File: src/rtl/mem_port_arbiter_if.sv
// Purpose : bundles the fetch port, load/store port and memory port of the
//           two-to-one memory arbiter.
// Ports   : requester/memory side uses modport master, the arbiter uses slave.
//           Fetch:   if_req, if_addr -> if_gnt, if_rvalid, if_rdata
//           LdSt:    ls_req, ls_we, ls_addr, ls_wdata -> ls_gnt, ls_rvalid, ls_rdata
//           Memory:  mem_en, mem_we, mem_addr, mem_wdata <- -> mem_rdata
interface mem_port_arbiter_if #(
  parameter int ADDR_W = 32,
  parameter int DATA_W = 32
);
  // fetch port
  logic              if_req;
  logic [ADDR_W-1:0] if_addr;
  logic              if_gnt;
  logic              if_rvalid;
  logic [DATA_W-1:0] if_rdata;

  // load/store port
  logic              ls_req;
  logic              ls_we;
  logic [ADDR_W-1:0] ls_addr;
  logic [DATA_W-1:0] ls_wdata;
  logic              ls_gnt;
  logic              ls_rvalid;
  logic [DATA_W-1:0] ls_rdata;

  // shared memory port
  logic              mem_en;
  logic              mem_we;
  logic [ADDR_W-1:0] mem_addr;
  logic [DATA_W-1:0] mem_wdata;
  logic [DATA_W-1:0] mem_rdata;

  // Requesters plus the memory: drive requests and read data, observe the rest.
  modport master (
    output if_req, if_addr,
    output ls_req, ls_we, ls_addr, ls_wdata,
    output mem_rdata,
    input  if_gnt, if_rvalid, if_rdata,
    input  ls_gnt, ls_rvalid, ls_rdata,
    input  mem_en, mem_we, mem_addr, mem_wdata
  );

  // Arbiter side.
  modport slave (
    input  if_req, if_addr,
    input  ls_req, ls_we, ls_addr, ls_wdata,
    input  mem_rdata,
    output if_gnt, if_rvalid, if_rdata,
    output ls_gnt, ls_rvalid, ls_rdata,
    output mem_en, mem_we, mem_addr, mem_wdata
  );
endinterface

File: src/rtl/mem_port_arbiter.sv
// Purpose : shares one single-cycle memory port between instruction fetch and
//           load/store; round-robin on contention, same-cycle grant, 1-cycle
//           read latency routed back to the requesting port.
// Ports   : clk, rst (sync, active-high); bus (slave modport of
//           mem_port_arbiter_if); if_stall; if_cnt/ls_cnt saturating grant counts.
// Backpressure: a requester holds req/addr/wdata until it sees gnt.
module mem_port_arbiter #(
  parameter int ADDR_W = 32,
  parameter int DATA_W = 32,
  parameter int CNT_W  = 16
) (
  input  logic                 clk,
  input  logic                 rst,
  mem_port_arbiter_if.slave    bus,
  output logic                 if_stall,
  output logic [CNT_W-1:0]     if_cnt,
  output logic [CNT_W-1:0]     ls_cnt
);

  localparam logic [CNT_W-1:0] CNT_MAX = {CNT_W{1'b1}};

  // last_q: 0 = fetch was served most recently, 1 = load/store was.
  logic             last_q, last_d;
  // Read owner: which port receives mem_rdata in the following cycle.
  logic             rd_if_q, rd_if_d;
  logic             rd_ls_q, rd_ls_d;
  logic [CNT_W-1:0] if_cnt_q, if_cnt_d;
  logic [CNT_W-1:0] ls_cnt_q, ls_cnt_d;

  logic             if_gnt_c;
  logic             ls_gnt_c;

  // ---------------------------------------------------------------------------
  // Grant: a lone requester wins immediately; on contention the port that was
  // not served last wins. Reset blocks every grant.
  // ---------------------------------------------------------------------------
  always_comb begin
    if_gnt_c = 1'b0;
    ls_gnt_c = 1'b0;
    if (!rst) begin
      if (bus.if_req && bus.ls_req) begin
        if_gnt_c = last_q;
        ls_gnt_c = ~last_q;
      end else begin
        if_gnt_c = bus.if_req;
        ls_gnt_c = bus.ls_req;
      end
    end
  end

  // ---------------------------------------------------------------------------
  // Next-state logic
  // ---------------------------------------------------------------------------
  always_comb begin
    last_d   = last_q;
    rd_if_d  = if_gnt_c;
    // stores return nothing, so only a load claims the read slot
    rd_ls_d  = ls_gnt_c & ~bus.ls_we;
    if_cnt_d = if_cnt_q;
    ls_cnt_d = ls_cnt_q;

    if (if_gnt_c) begin
      last_d = 1'b0;
    end else if (ls_gnt_c) begin
      last_d = 1'b1;
    end

    if (if_gnt_c && (if_cnt_q != CNT_MAX)) begin
      if_cnt_d = if_cnt_q + 1'b1;
    end
    if (ls_gnt_c && (ls_cnt_q != CNT_MAX)) begin
      ls_cnt_d = ls_cnt_q + 1'b1;
    end
  end

  // ---------------------------------------------------------------------------
  // State registers. Reset leaves last = 1 so fetch wins the first contention,
  // and drops any read in flight.
  // ---------------------------------------------------------------------------
  always_ff @(posedge clk) begin
    if (rst) begin
      last_q   <= 1'b1;
      rd_if_q  <= 1'b0;
      rd_ls_q  <= 1'b0;
      if_cnt_q <= '0;
      ls_cnt_q <= '0;
    end else begin
      last_q   <= last_d;
      rd_if_q  <= rd_if_d;
      rd_ls_q  <= rd_ls_d;
      if_cnt_q <= if_cnt_d;
      ls_cnt_q <= ls_cnt_d;
    end
  end

  // ---------------------------------------------------------------------------
  // Outputs
  // ---------------------------------------------------------------------------
  always_comb begin
    bus.if_gnt    = if_gnt_c;
    bus.ls_gnt    = ls_gnt_c;
    bus.mem_en    = if_gnt_c | ls_gnt_c;
    bus.mem_we    = ls_gnt_c & bus.ls_we;
    bus.mem_addr  = '0;
    bus.mem_wdata = '0;
    if (if_gnt_c) begin
      bus.mem_addr  = bus.if_addr;
    end else if (ls_gnt_c) begin
      bus.mem_addr  = bus.ls_addr;
      bus.mem_wdata = bus.ls_wdata;
    end

    // A read whose data would land during reset is discarded; rdata is
    // forced to zero whenever its rvalid is low.
    bus.if_rvalid = rd_if_q & ~rst;
    bus.ls_rvalid = rd_ls_q & ~rst;
    bus.if_rdata  = bus.if_rvalid ? bus.mem_rdata : '0;
    bus.ls_rdata  = bus.ls_rvalid ? bus.mem_rdata : '0;

    if_stall = bus.if_req & ~if_gnt_c;
    if_cnt   = if_cnt_q;
    ls_cnt   = ls_cnt_q;
  end

  // Only one requester may own the memory port in a cycle.
  a_onehot_gnt: assert property (@(posedge clk) !(if_gnt_c && ls_gnt_c));

endmodule
File: src/flat_wrapper.sv
// flat-port wrapper written by rule: the top's interface ports become plain ports
module mem_port_arbiter_flat 
#(
  parameter int ADDR_W = 32,
  parameter int DATA_W = 32,
  parameter int CNT_W  = 16
)
  (clk, rst, if_stall, if_cnt, ls_cnt, bus_if_req, bus_if_addr, bus_ls_req, bus_ls_we, bus_ls_addr, bus_ls_wdata, bus_mem_rdata, bus_if_gnt, bus_if_rvalid, bus_if_rdata, bus_ls_gnt, bus_ls_rvalid, bus_ls_rdata, bus_mem_en, bus_mem_we, bus_mem_addr, bus_mem_wdata);
  mem_port_arbiter_if #(.ADDR_W(ADDR_W), .DATA_W(DATA_W)) bus_i ();
  input  logic clk;
  input  logic rst;
  output logic if_stall;
  output logic [CNT_W-1:0] if_cnt;
  output logic [CNT_W-1:0] ls_cnt;
  input wire logic [$bits(bus_i.if_req)-1:0] bus_if_req;
  input wire logic [$bits(bus_i.if_addr)-1:0] bus_if_addr;
  input wire logic [$bits(bus_i.ls_req)-1:0] bus_ls_req;
  input wire logic [$bits(bus_i.ls_we)-1:0] bus_ls_we;
  input wire logic [$bits(bus_i.ls_addr)-1:0] bus_ls_addr;
  input wire logic [$bits(bus_i.ls_wdata)-1:0] bus_ls_wdata;
  input wire logic [$bits(bus_i.mem_rdata)-1:0] bus_mem_rdata;
  output wire logic [$bits(bus_i.if_gnt)-1:0] bus_if_gnt;
  output wire logic [$bits(bus_i.if_rvalid)-1:0] bus_if_rvalid;
  output wire logic [$bits(bus_i.if_rdata)-1:0] bus_if_rdata;
  output wire logic [$bits(bus_i.ls_gnt)-1:0] bus_ls_gnt;
  output wire logic [$bits(bus_i.ls_rvalid)-1:0] bus_ls_rvalid;
  output wire logic [$bits(bus_i.ls_rdata)-1:0] bus_ls_rdata;
  output wire logic [$bits(bus_i.mem_en)-1:0] bus_mem_en;
  output wire logic [$bits(bus_i.mem_we)-1:0] bus_mem_we;
  output wire logic [$bits(bus_i.mem_addr)-1:0] bus_mem_addr;
  output wire logic [$bits(bus_i.mem_wdata)-1:0] bus_mem_wdata;
  assign bus_i.if_req = bus_if_req;
  assign bus_i.if_addr = bus_if_addr;
  assign bus_i.ls_req = bus_ls_req;
  assign bus_i.ls_we = bus_ls_we;
  assign bus_i.ls_addr = bus_ls_addr;
  assign bus_i.ls_wdata = bus_ls_wdata;
  assign bus_i.mem_rdata = bus_mem_rdata;
  assign bus_if_gnt = bus_i.if_gnt;
  assign bus_if_rvalid = bus_i.if_rvalid;
  assign bus_if_rdata = bus_i.if_rdata;
  assign bus_ls_gnt = bus_i.ls_gnt;
  assign bus_ls_rvalid = bus_i.ls_rvalid;
  assign bus_ls_rdata = bus_i.ls_rdata;
  assign bus_mem_en = bus_i.mem_en;
  assign bus_mem_we = bus_i.mem_we;
  assign bus_mem_addr = bus_i.mem_addr;
  assign bus_mem_wdata = bus_i.mem_wdata;
  mem_port_arbiter #(.ADDR_W(ADDR_W), .DATA_W(DATA_W), .CNT_W(CNT_W)) u_core (.clk(clk), .rst(rst), .bus(bus_i), .if_stall(if_stall), .if_cnt(if_cnt), .ls_cnt(ls_cnt));
endmodule
File: config.mk
export PLATFORM = sky130hd
export DESIGN_NAME = mem_port_arbiter_flat
export DESIGN_NICKNAME = d
export VERILOG_FILES = /design/src/rtl/mem_port_arbiter_if.sv /design/src/rtl/mem_port_arbiter.sv /design/src/flat_wrapper.sv
export SDC_FILE = /design/constraint.sdc
export NUM_CORES = 1
export LEC_CHECK = 0
export CORE_AREA = 2 2 118 120
export CTS_CLUSTER_DIAMETER = 80
export CTS_CLUSTER_SIZE = 28
export DETAILED_ROUTE_END_ITERATION = 10
export DIE_AREA = 0 0 120 122
export PLACE_DENSITY_LB_ADDON = 0.15
export REMOVE_ABC_BUFFERS = 1
export SLEW_MARGIN = 20
export SYNTH_ARGS = -nofsm -noshare
export SYNTH_HDL_FRONTEND = slang
export SYNTH_SLANG_ARGS = --single-unit
File: constraint.sdc
create_clock -name clk -period 2 [get_ports clk]
set_input_delay 0.3 -clock clk [delete_from_list [all_inputs] [get_ports clk]]
set_output_delay 0.3 -clock clk [all_outputs]
set_load 0.1 [all_outputs]
==> out/metrics.json <==
{
  "outcome": {"value": "completed"},
  "syn2layout_area_growth": {"value": 177, "unit": "%"},
  "floorplan.die.width": {"value": 120, "unit": "um"},
  "port_buffers": {"value": 299},
  "timing.max_cap.violations": {"value": 0},
  "detailedPlacementHpwl": {"value": 12400, "unit": "um"},
  "cts-buffers-inserted": {"value": 5},
  "sequential_group_share_of_total_power": {"value": 22.4, "unit": "%"},
  "syn_inst": {"value": 368},
  "worst_clock_skew": {"value": 3.16, "unit": "ps"},
  "vias_per_cell": {"value": 4.78},
  "drc_errors": {"value": 0},
  "critical_path_class": {"value": "reg2out"},
  "finalCritPeriodShare": {"value": 96.3, "unit": "%"},
  "wire_per_inst": {"value": 16.6, "unit": "um"},
  "synth-seq-area-share": {"value": 25.0, "unit": "%"},
  "power": {"value": 0.00318, "unit": "W"},
  "r2r-start": {"value": "u_core.if_cnt[0]$_SDFFE_PP0P_"},
  "synth.distinct_cells": {"value": 41},
  "clock_tree.root_cell": {"value": "clkbuf_16"},
  "clkSlewWorstSetupHoldPaths": {"value": 50, "unit": "ps"},
  "fin_setup_tns": {"value": 0, "unit": "ps"},
  "peakVddDrop": {"value": 0.267, "unit": "mV"},
  "cts.sink_count": {"value": 35},
  "post_layout_minimum_cycle_time": {"value": 1930, "unit": "ps"},
  "clkLatencyLatePin": {"value": 280, "unit": "ps"},
  "grt_util_all_layers": {"value": 19.0, "unit": "%"},
  "syn_area_per_cell": {"value": 7.63, "unit": "um^2"},
  "net_count_reported_at_finish": {"value": 831},
  "synth_seq_cells": {"value": 35},
  "worstHoldPathType": {"value": "in2reg"},
  "antenna_found_initial": {"value": 0},
  "route.final.wire_length": {"value": 14500, "unit": "um"},
  "worstPathMaxFanout": {"value": 17},
  "grt_overflow_total": {"value": 0},
  "fraction_of_final_layout_cells_with_drive_strength_greater_than_1": {"value": 34.5, "unit": "%"},
  "initial_core_util": {"value": 20.8, "unit": "%"},
  "leakage": {"value": 3.23, "unit": "nW"},
  "netSwitchingPower": {"value": 0.00131, "unit": "W"},
  "gp_congestion": {"value": 0.829},
  "holdWs": {"value": 425, "unit": "ps"},
  "grt_first_pass_wirelength": {"value": 22000, "unit": "um"},
  "arrival": {"value": 1630, "unit": "ps"},
  "worstSetupStartpoint": {"value": "u_core.last_q$_SDFFE_PP1P_"},
  "ant_nets": {"value": 0},
  "antenna-diode-count": {"value": 0},
  "switching_share": {"value": 41.2, "unit": "%"},
  "detailedRoute.firstIterationViolations": {"value": 138},
  "synth-main-ff-cell": {"value": "dfxtp_1"},
  "core_area": {"value": 13500, "unit": "um^2"},
  "setup_viol_count_final": {"value": 0},
  "worstHoldStart": {"value": "rst"},
  "report.final.slew_viol_count": {"value": 0},
  "pin_count_of_the_biggest_net_entering_global_routing": {"value": 34},
  "rsz0062_at_grt": {"value": "false"},
  "cts_buffer_depth": {"value": 2},
  "dp_worst_setup_slack": {"value": -272, "unit": "ps"},
  "power-per-cell-area": {"value": 409, "unit": "nW/um^2"},
  "seq_area": {"value": 702, "unit": "um^2"},
  "firstDrtPassIters": {"value": 4},
  "clock_tree_from_tritoncts": {"value": "yes"},
  "cts_htree_levels": {"value": 2},
  "ys_async_sr_fraction": {"value": 0, "unit": "%"},
  "p_clk_share": {"value": 22.9, "unit": "%"},
  "setup.worst_path.end_class": {"value": "output port"},
  "final-hold-violation-count": {"value": 0},
  "dieArea": {"value": 14600, "unit": "um^2"},
  "core.rowCount": {"value": 43},
  "fillCellCount": {"value": 1170},
  "setup.worst_path.start_class": {"value": "flip-flop"},
  "worst_pin_slew": {"value": 496, "unit": "ps"},
  "critical_path_required": {"value": 1700, "unit": "ps"},
  "clock.fmax": {"value": 0.519, "unit": "GHz"},
  "fin_util": {"value": 57.5, "unit": "%"},
  "power.share.combinational": {"value": 54.6, "unit": "%"},
  "synth-edff-count": {"value": 0},
  "post-route-worst-setup-slack": {"value": 73.9, "unit": "ps"},
  "multiInputGateArea": {"value": 1990, "unit": "um^2"},
  "die_height": {"value": 122, "unit": "um"},
  "syn_area": {"value": 2810, "unit": "um^2"},
  "yosys_warnings": {"value": 0},
  "vias": {"value": 4181},
  "num_io_pins": {"value": 300},
  "max_slew_margin": {"value": 66.7, "unit": "%"},
  "internal_power": {"value": 0.00187, "unit": "W"},
  "first_global_vias": {"value": 4101}
}
[flip-flops by register name, indices dropped and copies added (netlist names)]
signal	flops
u_core.if_cnt	16
u_core.ls_cnt	16
u_core.last_q	1
u_core.rd_if_q	1
u_core.rd_ls_q	1
[cell usage after synthesis (2+ instances only)]
library cell | instances | area [um^2]
or3_1 | 4 | 25.0
or4_1 | 7 | 52.6
clkinv_1 | 2 | 7.51
a311oi_1 | 2 | 17.5
o21ai_0 | 6 | 30.0
a211oi_1 | 2 | 15.0
nand3_1 | 9 | 45.0
nor4_1 | 10 | 62.6
nand4_1 | 12 | 75.1
dfxtp_1 | 35 | 701
o41ai_1 | 4 | 35.0
and4_1 | 2 | 17.5
nor2_1 | 19 | 71.3
buf_2 | 3 | 15.0
buf_1 | 2 | 7.51
o311ai_0 | 5 | 43.8
and2_1 | 67 | 419
and3_1 | 35 | 219
a21oi_1 | 15 | 75.1
inv_1 | 6 | 22.5
nand2b_1 | 2 | 12.5
nor3_1 | 9 | 45.0
nor4_2 | 2 | 25.0
a22o_1 | 32 | 280
and4b_1 | 2 | 20.0
nand2_1 | 16 | 60.1
nor2b_1 | 12 | 75.1
ha_1 | 2 | 25.0
o31ai_1 | 6 | 45.0
mux2_2 | 8 | 90.1
clkbuf_1 | 20 | 75.1
[stage by stage]
step | std cells | area, um^2
after floorplan | 343 | 2710
after global placement | 867 | 7590
after detailed placement | 867 | 7590
after CTS | 875 | 7770
after global routing | 875 | 7770
final | 875 | 7770
[power groups by stage]
stage	logic, W	registers, W	clock network [W]
floorplan	0.000859	0.000760	0
global placement	0.00172	0.000728	0
detailed placement	0.00173	0.000728	0
CTS	0.00175	0.000713	0.000747
global route	0.00179	0.000715	0.000761
finish	0.00174	0.000714	0.000730
[layout make-up]
| class | count | share of cell area (%) |
|---|---|---|
| flip-flops and latches | 35 | 9.03 |
| clock buffers | 6 | 1.66 |
| well taps | 180 | 2.90 |
| repair buffers | 346 | 60.3 |
| multi-input cells | 300 | 25.6 |
| inverters | 8 | 0.467 |
[path summary, 6_finish.rpt]
| check | endpoint | slack, ps | cells after the start |
|---|---|---|---|
| max | bus_mem_addr[1] | 70 | 6 |
| min | u_core.if_cnt[11]$_SDFFE_PP0P_ | 420 | 3 |
| min reg2reg | u_core.if_cnt[11]$_SDFFE_PP0P_ | 510 | 2 |
| max reg2reg | u_core.if_cnt[7]$_SDFFE_PP0P_ | 180 | 6 |
[critical path: stages, from the launching register on]
cell	delay, ps
dfxtp_2	340
nand2_1	80
nand2_2	120
clkinv_4	80
bufbuf_16	290
a22o_1	260
buf_12	170
[cell usage in the layout, fill, tap and decap left out, types with 2 or more instances in the layout]
cell type        Yosys  final
ha_1                 2      2
o41ai_1              4      4
buf_4                0     74
o31ai_1              6      6
and3_1              35     35
clkdlybuf4s50_1      0    129
a311oi_1             2      2
a211oi_1             2      2
or3_1                4      4
nor4_1              10     10
mux2_2               8      8
nor4_2               2      2
nand3_1              9      9
and4_1               2      2
inv_1                6      6
o311ai_0             5      5
clkbuf_16            0      5
nor2_1              19     19
nor3_1               9      9
nor2b_1             12     11
a22o_1              32     31
o21ai_0              6      6
nand2b_1             2      2
and2_1              67     67
nand4_1             12     12
or4_1                7      7
a21oi_1             15     15
dfxtp_1             35     34
buf_12               0    139
nand2_1             16     15
and4b_1              2      2
[timing repair]
item,4_1_cts,5_1_grt
setup buffers,1,0
endpoints found under the setup margin,132,21
pin swaps,1,0
cloned,1,0
resized for setup,8,4
hold buffers,0,0
[cell families (layout without fill, tap and decap cells)]
kind of cell	Yosys count	count (layout)	synth area share, %
adder cells (fa/ha/maj)	2	2	0.892
flip-flops	35	35	25.0
AND/OR/NAND/NOR	216	216	46.5
multiplexers	8	8	3.21
buffers and inverters	33	360	4.55
AO/OA/AOI/OAI	74	74	19.9
[per-layer routing]
layer	GRT usage [%]	vias to the layer above	part of all wire [%]
met5	0	-	0
li1	-	2022	-
met4	5.74	0	1.8
met2	37.4	217	55
met3	5.38	18	9.2
met1	19.4	1924	34
Note: power is estimated with default switching activity, not from simulation.
==> patch 1: new RTL, same settings <==
`CNT_W` is set to 16 in 2 places; all go to 32.
--- a/src/rtl/mem_port_arbiter.sv
+++ b/src/rtl/mem_port_arbiter.sv
@@ -7,7 +7,7 @@
 module mem_port_arbiter #(
   parameter int ADDR_W = 32,
   parameter int DATA_W = 32,
-  parameter int CNT_W  = 16
+  parameter int CNT_W  = 32
 ) (
   input  logic                 clk,
   input  logic                 rst,
--- a/src/flat_wrapper.sv
+++ b/src/flat_wrapper.sv
@@ -3,7 +3,7 @@
 #(
   parameter int ADDR_W = 32,
   parameter int DATA_W = 32,
-  parameter int CNT_W  = 16
+  parameter int CNT_W  = 32
 )
   (clk, rst, if_stall, if_cnt, ls_cnt, bus_if_req, bus_if_addr, bus_ls_req, bus_ls_we, bus_ls_addr, bus_ls_wdata, bus_mem_rdata, bus_if_gnt, bus_if_rvalid, bus_if_rdata, bus_ls_gnt, bus_ls_rvalid, bus_ls_rdata, bus_mem_en, bus_mem_we, bus_mem_addr, bus_mem_wdata);
   mem_port_arbiter_if #(.ADDR_W(ADDR_W), .DATA_W(DATA_W)) bus_i ();
Ports: changed (resized if_cnt and ls_cnt); port bits go from 300 to 332. The function was not compared with the original's and may differ.
==> patch 1 against the original RTL <==
The flow now finishes with violations (negative setup slack); die area stayed put; worst hold slack worse by 140 ps; final area is 42% higher; total power is 56% higher; area after synthesis is 60% higher; routed wire length is 90% higher; register-to-register slack worse by 170 ps; non-clock buffer count is 127 higher; worst setup slack worse by 160 ps; final cell count is 37% higher; count of clock-buffer cells in the layout is 5 higher; sequential cell count is 32 higher; critical path type unchanged.
==> patch 1: results (changes against the original RTL) <==
status: finished with violations (was finished, final reports clean)
violated checks: negative setup slack
mux cell area share after synthesis: 1.95% (was 3.21%)
Hold Path Sink: u_core.if_cnt[6] (was u_core.if_cnt[11])
initial antenna violation count: 1 (was 0)
Signal buf overhead: 52.0% (was 60.3%)
xor and xnor area share after synthesis: 1.36% (was 0%)
seq pwr: 1.35 mW (was 0.714 mW)
Routed WL per cell: 23.0 µm (was 16.6 µm)
met2 wire length: 12800 µm (was 7970 µm)
CP arrival: 1790 ps (was 1630 ps)
Seq cells: 67 (was 35)
final setup violation count: 25 (was 0)
sequential area share after synthesis: 29.9% (was 25.0%)
final net count: 1150 (was 831)
global placement routability congestion: 0.973 (was 0.829)
Met3 Wirelength: 3960 µm (was 1340 µm)
initial DRC count: 464 (was 138)
Placed Instance Area: 0.0101 mm² (was 0.00759 mm²)
Slew HR: 63.9% (was 66.7%)
Peak VDD IR: 481 µV (was 267 µV)
TritonCTS Buffers: 9 (was 5)
H-Tree Depth: 3 (was 2)
Routed met1 length: 10100 µm (was 4960 µm)
worst-path fanout max: 9 (was 17)
post-CTS setup repair buffer count: 9 (was 1)
M3 GR Usage: 21.0% (was 5.38%)
Setup WS post-layout: -89.3 ps (was 73.9 ps)
clk tree area frac: 2.81% (was 1.66%)
# fillers: 822 (was 1170)
register-to-register setup slack: 10 ps (was 180 ps)
pin count of the biggest net entering global routing: 48 (was 34)
ANT cells: 1 (was 0)
sequential cell area share: 12.4% (was 9.03%)
global routing usage on met2: 58.1% (was 37.4%)
Post-synth top cells: 71 x and2_1, 67 x dfxtp_1, 44 x and3_1 (was 67 x and2_1, 35 x and3_1, 35 x dfxtp_1)
Synth cell types: 54 (was 41)
fraction of area in multi-input gates: 30.5% (was 25.6%)
hpwl dp: 21700 µm (was 12400 µm)
nonclk inv count: 7 (was 8)
patch 1: how the worst max path moves through the flow:
stage / from / end / slack, ps
after floorplan: bus_ls_req / u_core.ls_cnt[29] / -2210
after global placement: bus_ls_req / u_core.ls_cnt[22] / -440
after detailed placement: bus_ls_req / u_core.ls_cnt[30] / -410
after CTS: u_core.last_q / bus_mem_addr[12] / -50
after global routing: u_core.last_q / bus_mem_addr[25] / -120
final: u_core.last_q / bus_mem_addr[20] / -90
patch 1: critical path: stages, from the launching register on:
cell	delay, ps
dfxtp_4	360
nor2b_4	120
or2_4	140
clkinvlp_4	130
buf_6	150
buf_12	140
a22o_4	240
buf_12	160
patch 1: through the flow:
stage	std cells	total power, mW	hold WS [ps]	setup slack, ps
after global routing	1200	5.06	300	-123
after CTS	1188	4.90	256	-50.9
final	1201	4.96	284	-89.3
after floorplan	531	2.27	369	-2210
after detailed placement	1161	3.16	491	-409
after global placement	1161	3.15	480	-437
==> patch 2: new RTL, same settings <==
Made on the original files. Reset style: asynchronous (`rst`), changed in one clocked block.
--- a/src/rtl/mem_port_arbiter.sv
+++ b/src/rtl/mem_port_arbiter.sv
@@ -77,7 +77,7 @@
   // State registers. Reset leaves last = 1 so fetch wins the first contention,
   // and drops any read in flight.
   // ---------------------------------------------------------------------------
-  always_ff @(posedge clk) begin
+  always_ff @(posedge clk or posedge rst) begin
     if (rst) begin
       last_q   <= 1'b1;
       rd_if_q  <= 1'b0;
Function: differs if rst is asserted again (counterexample within 4 cycles, from zero or initial values and one cycle with rst high); with rst held inactive, the same outputs for 10 cycles.
==> patch 2 against the original RTL <==
The flow now finishes with violations (negative setup slack); sequential cell count did not move; fmax fell by 4.9%; critical path depth rose by 1; final area rose by 1.9%; total power rose by 68%; routed wire length fell by 0.34%; final cell count fell by 7.1%; worst setup slack got worse by 99 ps; global-route usage fell by 0.39 points; via count fell by 11%; utilization rose by 1.1 points; area after synthesis fell by 2.5%; die area did not move; sequential power rose by 44%; highest routed layer is now met5.
==> patch 2: results (changes against the original RTL) <==
status: finished with violations (was finished, final reports clean)
violated checks: negative setup slack
fin area: 0.00792 mm² (was 0.00777 mm²)
global placement routability congestion: 0.847 (was 0.829)
Comb pwr share: 63.7% (was 54.6%)
Clock power frac: 17.1% (was 22.9%)
Slew @ Worst Pin: 460 ps (was 496 ps)
Setup WS post-layout: -25.5 ps (was 73.9 ps)
Leakage: 3.57 nW (was 3.23 nW)
hpwl dp: 12000 µm (was 12400 µm)
global routing usage on met2: 37.7% (was 37.4%)
Peak VDD IR: 572 µV (was 267 µV)
max layer used: met5 (was met4)
worst-path fanout max: 8 (was 17)
met2 wire length: 8010 µm (was 7970 µm)
Synth Area in Compound Gates: 12.0% (was 19.9%)
global-route wire length before repair: 21100 µm (was 22000 µm)
adder-cell area share of the yosys netlist: 0.914% (was 0.892%)
clock skew: 2.96 ps (was 3.16 ps)
final setup TNS: -97.6 ps (was 0 ps)
reg2reg end: u_core.if_cnt[14] (was u_core.if_cnt[7])
final setup violation count: 7 (was 0)
Resized cells post-CTS: 17 (was 8)
initial antenna violation count: 1 (was 0)
ys async rst share: 100% (was 0%)
Routed WL per cell: 17.8 µm (was 16.6 µm)
delay-heaviest family, CP: flip-flops (was buffers and inverters)
share of post-route cells with drive strength above 1: 39.2% (was 34.5%)
xor and xnor area share after synthesis: 8.64% (was 0%)
mux cell area share after synthesis: 1.74% (was 3.21%)
Crit-path slowest cell: dfstp_2 (was dfxtp_2)
Worst path max stage delay: 540 ps (was 340 ps)
Area contributors post-synth: dfrtp_1 31%, and2_1 15%, a22o_1 10% (was dfxtp_1 25%, and2_1 15%, a22o_1 10%)
final net count: 767 (was 831)
Met3 Wirelength: 1310 µm (was 1340 µm)
Synth cell types: 39 (was 41)
Critical R2R Launch: u_core.last_q (was u_core.if_cnt[0])
non-filler cells, final: 813 (was 875)
initial DRC count: 167 (was 138)
post-CTS setup repair buffer count: 4 (was 1)
register-to-register setup slack: 250 ps (was 180 ps)
HP Class: primary input to async pin (was primary input to register)
sequential area share after synthesis: 32.1% (was 25.0%)
vias after detailed routing: 3726 (was 4181)
Register-to-Register Path Depth: 7 (was 6)
CP arrival: 1730 ps (was 1630 ps)
Post-synth top cells: 66 x and2_1, 35 x and3_1, 34 x dfrtp_1 (was 67 x and2_1, 35 x and3_1, 35 x dfxtp_1)
# fillers: 1121 (was 1170)
## patch 2: changes by cell type in the layout (fill, tap and decap cells not counted), sizes merged, moves of 7 or more
cell	change
a21oi	-15
buf	-12
dfrtp	+34
dfxtp	-35
nor2	-11
nor2b	-8
or4	-7
xor2	+23
## patch 2: worst max-delay path by stage
stage                     cells after the start  slack [ps]                end
after CTS                                     7         -20   bus_mem_addr[28]
after detailed placement                      5        -230  u_core.ls_cnt[14]
final                                         7         -30   bus_mem_addr[12]
after floorplan                               2       -1550    bus_if_rdata[0]
after global routing                          7         -70   bus_mem_addr[11]
after global placement                        5        -190  u_core.ls_cnt[14]
## patch 2: cell families (layout without fill, tap and decap cells)
kind of cell | count (synthesis) | after routing
compound gates | 37 | 37
xor+xnor | 27 | 27
fa+ha+maj | 2 | 2
buf+inv | 23 | 346
flops | 35 | 35
mux | 4 | 4
simple gates | 182 | 182
## patch 2: worst register-to-register path: cells and delay by family, from the launching register on
kind | cells | cell delay [ps]
buffers and inverters | 3 | 270
DFF | 1 | 540
xor gates and xnor gates | 1 | 170
and+or+nand+nor | 3 | 690
## patch 2: cell type report
type                    instances  area share (%)
clock buffers                   6            1.75
multi-input cells             252            24.5
inverters                       4           0.253
flip-flops and latches         35            11.1
repair buffers                334            59.1
well taps                     180            2.84
clock inverters                 2           0.442
## patch 2: through the flow
| stage | utilization [%] | setup slack, ps | hold slack, ps |
|---|---|---|---|
| after global placement | 55.0 | -185 | 480 |
| after floorplan | - | -1550 | 366 |
| final | 58.6 | -25.5 | 318 |
| after detailed placement | 55.0 | -228 | 494 |
| after global routing | 58.6 | -66.7 | 380 |
| after CTS | 57.8 | -18.4 | 324 |
